<file path="src/rtl/sisc_ctrl.sv">
// SISC multi-cycle control unit: sequences FETCH/DECODE/EXECUTE/MEM/WRITEBACK and
// decodes the instruction latched at DECODE into ALU, status and register-file strobes.
module sisc_ctrl #(
    parameter logic [3:0] OPC_NOP = 4'h0,
    parameter logic [3:0] OPC_ALU = 4'h1,
    parameter logic [3:0] OPC_ALI = 4'h2,
    parameter logic [3:0] OPC_HLT = 4'hF
) (
    input  logic       clk,
    input  logic       rst_f,
    input  logic [3:0] opcode,
    input  logic [3:0] mm,
    output logic [1:0] alu_op,
    output logic [3:0] alu_func,
    output logic       stat_en,
    output logic       rf_we,
    output logic       wb_sel,
    output logic       illegal,
    output logic       halt,
    output logic [2:0] state
);

    typedef enum logic [2:0] {
        START0    = 3'd0,
        START1    = 3'd1,
        FETCH     = 3'd2,
        DECODE    = 3'd3,
        EXECUTE   = 3'd4,
        MEM       = 3'd5,
        WRITEBACK = 3'd6,
        HALT      = 3'd7
    } state_t;

    state_t     r_state;
    state_t     w_next;
    logic [3:0] r_opc;
    logic [3:0] r_mm;
    logic       w_mm_ok;
    logic       w_alu_legal;
    logic       w_in_exwb;

    always_ff @(posedge clk or posedge rst_f) begin
        if (rst_f) begin
            r_state <= START0;
            r_opc   <= '0;
            r_mm    <= '0;
        end else begin
            r_state <= w_next;
            // Instruction fields are captured once; later input changes are ignored.
            if (r_state == DECODE) begin
                r_opc <= opcode;
                r_mm  <= mm;
            end
        end
    end

    always_comb begin
        w_next = r_state;
        case (r_state)
            START0:    w_next = START1;
            START1:    w_next = FETCH;
            FETCH:     w_next = DECODE;
            DECODE:    w_next = (opcode == OPC_HLT) ? HALT : EXECUTE;
            EXECUTE:   w_next = MEM;
            MEM:       w_next = WRITEBACK;
            WRITEBACK: w_next = FETCH;
            HALT:      w_next = HALT;
            default:   w_next = START0;
        endcase
    end

    always_comb begin
        w_mm_ok = 1'b0;
        case (r_mm)
            4'h1, 4'h2, 4'h4, 4'h5, 4'h6, 4'h7,
            4'h8, 4'h9, 4'hA, 4'hB: w_mm_ok = 1'b1;
            default:                w_mm_ok = 1'b0;
        endcase
    end

    assign w_alu_legal = ((r_opc == OPC_ALU) || (r_opc == OPC_ALI)) && w_mm_ok;
    assign w_in_exwb   = (r_state == EXECUTE) || (r_state == MEM) || (r_state == WRITEBACK);

    always_comb begin
        alu_op   = 2'b00;
        alu_func = 4'h0;
        stat_en  = 1'b0;
        rf_we    = 1'b0;
        illegal  = 1'b0;
        halt     = 1'b0;
        if (w_in_exwb && w_alu_legal) begin
            alu_op   = {1'b0, (r_opc == OPC_ALI)};
            alu_func = r_mm;
        end
        if (r_state == EXECUTE) begin
            stat_en = w_alu_legal;
            illegal = !w_alu_legal && (r_opc != OPC_NOP);
        end
        if (r_state == WRITEBACK) rf_we = w_alu_legal;
        if (r_state == HALT)      halt  = 1'b1;
    end

    assign wb_sel = 1'b0;
    assign state  = r_state;

endmodule

</file>
<file path="config.mk">
export PLATFORM = sky130hd
export DESIGN_NAME = sisc_ctrl
export DESIGN_NICKNAME = d
export VERILOG_FILES = /design/src/rtl/sisc_ctrl.sv
export SDC_FILE = /design/constraint.sdc
export NUM_CORES = 1
export LEC_CHECK = 0
export ABC_AREA = 0
export ABC_CLOCK_PERIOD_IN_PS = 2350
export BUFFER_PORTS_ARGS = -buffer_cell sky130_fd_sc_hd__buf_2
export CORE_MARGIN = 2
export CORE_UTILIZATION = 40
export DETAILED_ROUTE_END_ITERATION = 10
export GPL_TIMING_DRIVEN = 1
export PLACE_DENSITY = 0.68
export SETUP_SLACK_MARGIN = 0.3
export SLEW_MARGIN = 20
export SYNTH_ARGS = -nofsm -noshare
export SYNTH_HDL_FRONTEND = slang
export SYNTH_SLANG_ARGS = --single-unit
export TNS_END_PERCENT = 30
</file>
<file path="constraint.sdc">
create_clock -name clk -period 2.35 [get_ports clk]
set_input_delay 0.1175 -clock clk [delete_from_list [all_inputs] [get_ports clk]]
set_output_delay 0.1175 -clock clk [all_outputs]
set_load 0.1 [all_outputs]
</file>
Yosys cells after proc, flatten, opt, wreduce, memory -nomap -nowiden

Memory sizes are Yosys's and may differ from the RTL's.
Cells that the tools add are included.

Register bits after elaboration: 11
Bits in latches: 0
Bits in writable memories: 0
ROM bits: 16
Output and inout port bits: 14
Logic and storage cells: 32
Memories: 1

$add $sub $neg: 0
Multipliers: 0
Div/mod/pow operators: 0
Magnitude comparators: 0
Equality and inequality tests: 10
Shift operators: 0
Mux-type cells: 8
Bitwise logic cells: 0
Reduce and logical (&&, ||, !) cells: 10

Memories:

| memory           | depth | bits a word | rd ports | clocked after Yosys merged registers in | write ports | RTL line | source |
|---|---|---|---|---|---|---|---|
| (name not given) | 16    | 1           | 1        | 0                                       | 0           | 74       | `case (r_mm)` |

Operators with widths:

| operator             | number |
|---|---|
| $pmux W3 S7          | 1 |
| $eq A3 B3 Y1 const B | 4 |
| $eq A3 B2 Y1 const B | 2 |
| $mux W1              | 5 |
| $eq A4 B1 Y1 const B | 1 |
| $eq A4 B2 Y1 const B | 1 |
| $eq A4 B4 Y1 const B | 1 |
| $mux W4              | 1 |
| $reduce_bool A4 Y1   | 1 |
| $eq A3 B1 Y1 const B | 1 |
| $logic_and A1 B1 Y1  | 3 |
| $logic_not A3 Y1     | 1 |
| $logic_or A1 B1 Y1   | 3 |
| $mux W2              | 1 |
| $reduce_or A2 Y1     | 1 |
| $logic_not A1 Y1     | 1 |

Depth between registers and ports, before layout

Depth in word-level cells: 6
Mapped depth: 3

Worst setup path before layout

OpenSTA, ideal clock, no wires.

Path type: flip-flop to output port
From: register (tool-made name)
To: output alu_func[0]
Data arrival time: 3554 ps
Data required time: 2233 ps
Setup slack: -1321 ps
Cell stages (with the launch flop): 3
Path buffers: 0
Cells stage by stage: dfrtp_1 -> nand4_2 -> nor3b_1

RTL lines:

| item             | RTL line | source |
|---|---|---|
| end: declaration | 14       | `output logic [3:0] alu_func,` |

Worst setup path after layout

From: register r_mm[3]
To: output alu_op[0]

Word-level cells in the longest chain between the ends: 4

Ends and longest elaborated chain:

| item                     | RTL line | source |
|---|---|---|
| start: declaration       | 37       | `logic [3:0] r_mm;` |
| start signal: assignment | 52       | `r_mm <= mm;` |
| $mem_v2 Z16 W1           | -        |  |
| $logic_and A1 B1 Y1      | 81       | `assign w_alu_legal = ((r_opc == OPC_ALU) \|\| (r_opc == OPC_ALI)) && w_mm_ok;` |
| $logic_and A1 B1 Y1      | 91       | `if (w_in_exwb && w_alu_legal) begin` |
| $mux W1                  | 91       |  |
| end: declaration         | 13       | `output logic [1:0] alu_op,` |

Every way passes these cells.

==> results.toml <==
[status]
status = "completed"

[cells_and_area]
diodes = 0
syn2layout_area_growth_pct = 44.7
layout_common_cells = "16 x buf_2, 8 x mux2_2, 8 x dfrtp_1, 4 x inv_1, 4 x clkbuf_4"
mostFrequentLayoutCell = "buf_2"
layout-drive-gt1-share_pct = 63.7
final_cells = 95
nNetsFinal = 91

[clock_network]
htreeDepth = 1
root_buffer = "clkbuf_4"
cts_buffers = 3
cts_max_path_buffers = 2
cts_setup_buffers = 0
clk_latency_ns = 0.27
clk_pin_slew_ns = 0.07
cts_sinks = 11
cts_tree = "yes"

[sta]
tns_ns = 0
fmax_mhz = 514
rsz0062_at_grt = "false"
period_share_pct = 82.8
holdWs_ns = 0.0790
finalSetupViolations = 0
setup_ws_ns = 0.404
hold_violations = 0
finalClockSkew_ns = 0.00166
finalCriticalPeriod_ns = 1.95
maxSlewViolCount = 0

[global_routing]
grt_pass1_wl_um = 2090
antenna_found_initial = 0
overflow = 0
grt_max_degree = 12
grtUsageTotal_pct = 15.5
first_global_vias = 464

[detailed_routing]
drc_errors = 0
antenna_left = 0
dr.pass1.iters = 3
avgRoutedWirePerCell_um = 12.5
vias = 486
initialDrtViolationCount = 2
wl_um = 1190
viasPerCell = 5.12

[critical_path]
start_kind = "register"
r2r_slack_ns = 1.01
timing_worst_setup_path_type = "reg2out"
required_ns = 2.23
worst_r2r_path_depth = 3
critical_path.max_fanout = 5
cp.arrival_ns = 1.83
critPathCaptureType = "output port"

[synth]
yosysUniqueCellTypes = 25
synthCells = 54
yosysSeqAreaShare_pct = 45.7
postSynthAreaPerCell_sq_um = 11.1
synthesis.area_sq_um = 602
synth_warnings = 0
ys_seq_elements = 11

[floorplanning]
die_y_um = 42.8
dieArea_sq_mm = 0.00183
die_w_um = 42.8
ios = 24
placementRows = 13
core_area_sq_mm = 0.00135
start_util_pct = 44.6

[place]
placedCellCount = 90
dp_hpwl_um = 938
place.gp.congestion = 0.695
port_buffers = 21
place_ws_ns = 0.506

[worst_hold_path]
worstHoldPathCells = 2
min_path_type = "in2reg"

[job]
drv_cap = 0
cell families (layout without fill, tap and decap cells):
family	Yosys count	count (layout)	share of synthesized area, %
multiplexers	8	8	15.0
AO/OA/AOI/OAI	6	6	7.69
buffers and inverters	6	31	4.99
AND/OR/NAND/NOR	20	20	23.1
flip-flops	11	11	45.7
other	1	2	0.623
XOR/XNOR	2	2	2.91
critical path, cell delays in order, from the launching register on:
cell and delay, ns:
dfrtp_1 0.44, a211oi_4 0.34, nand4_4 0.22, nor3_4 0.21, clkbuf_4 0.34
synthesized netlist by cell type:
| library cell | n | area [sq um] |
|---|---|---|
| dfrtp_1 | 11 | 275 |
| mux2_2 | 8 | 90.1 |
| inv_1 | 4 | 15.0 |
| nor2_1 | 4 | 15.0 |
| buf_4 | 2 | 15.0 |
| nand2_1 | 2 | 7.51 |
| nor3_1 | 2 | 10.0 |
| nor3b_1 | 2 | 15.0 |
| o21ai_0 | 2 | 10.0 |
| xor2_1 | 2 | 17.5 |
| a211oi_2 | 1 | 12.5 |
| a21o_1 | 1 | 7.51 |
| a21oi_1 | 1 | 5.00 |
| and2_1 | 1 | 6.26 |
| conb_1 | 1 | 3.75 |
| nand2_2 | 1 | 6.26 |
| nand2b_1 | 1 | 6.26 |
| nand3_1 | 1 | 5.00 |
| nand4_1 | 1 | 6.26 |
| nand4_2 | 1 | 12.5 |
| nor2_4 | 1 | 11.3 |
| nor3_2 | 1 | 10.0 |
| nor4_2 | 1 | 12.5 |
| nor4b_2 | 1 | 15.0 |
| o2111a_1 | 1 | 11.3 |
path summary, 6_finish.rpt:
kind	from	to
setup / recovery	r_mm[3]$_DFFE_PP0P_	alu_op[0]
hold / removal	mm[3]	r_mm[3]$_DFFE_PP0P_
setup reg to reg	state[0]$_DFF_PP0_	r_mm[1]$_DFFE_PP0P_
hold reg to reg	r_mm[0]$_DFFE_PP0P_	r_mm[0]$_DFFE_PP0P_
max in group asynchronous	rst_f	state[0]$_DFF_PP0_
min in group asynchronous	rst_f	state[1]$_DFF_PP0_
final cells by class:
cell class              count  area [sq um]
flip-flops and latches     11           287
clock buffers               4          26.3
fillers                   113           479
inverters                   4          15.0
multi-input cells          38           382
repair buffers             23           143
well taps                  15          18.8
stage by stage:
stage,utilization [%],area [sq um]
global route,64.5,871
global placement,58.8,793
detailed placement,58.8,793
finish,64.5,871
floorplan,-,677
CTS,61.6,832
state kept, by name (all words and copies together), names as in the netlist, named ones only:
name,count
r_mm,4
state,2
r_opc,4
per-layer routing:
layer	vias up	part of all wire [%]	global-route usage, %
met5	-	0	0
met4	0	0.92	7.50
met3	2	6.2	4.26
met2	16	46	23.9
met1	225	46	19.6
li1	243	-	-
what timing repair did:
item                                    in CTS  in global routing
hold buffers                                 1                  0
hold endpoints to repair                    11                  0
endpoints found under the setup margin       5                  7
gates resized for setup                      1                 12
Power is left out: the tool's default activity adds up to more than one toggle a clock period on the data nets, which glitch-free logic cannot reach.
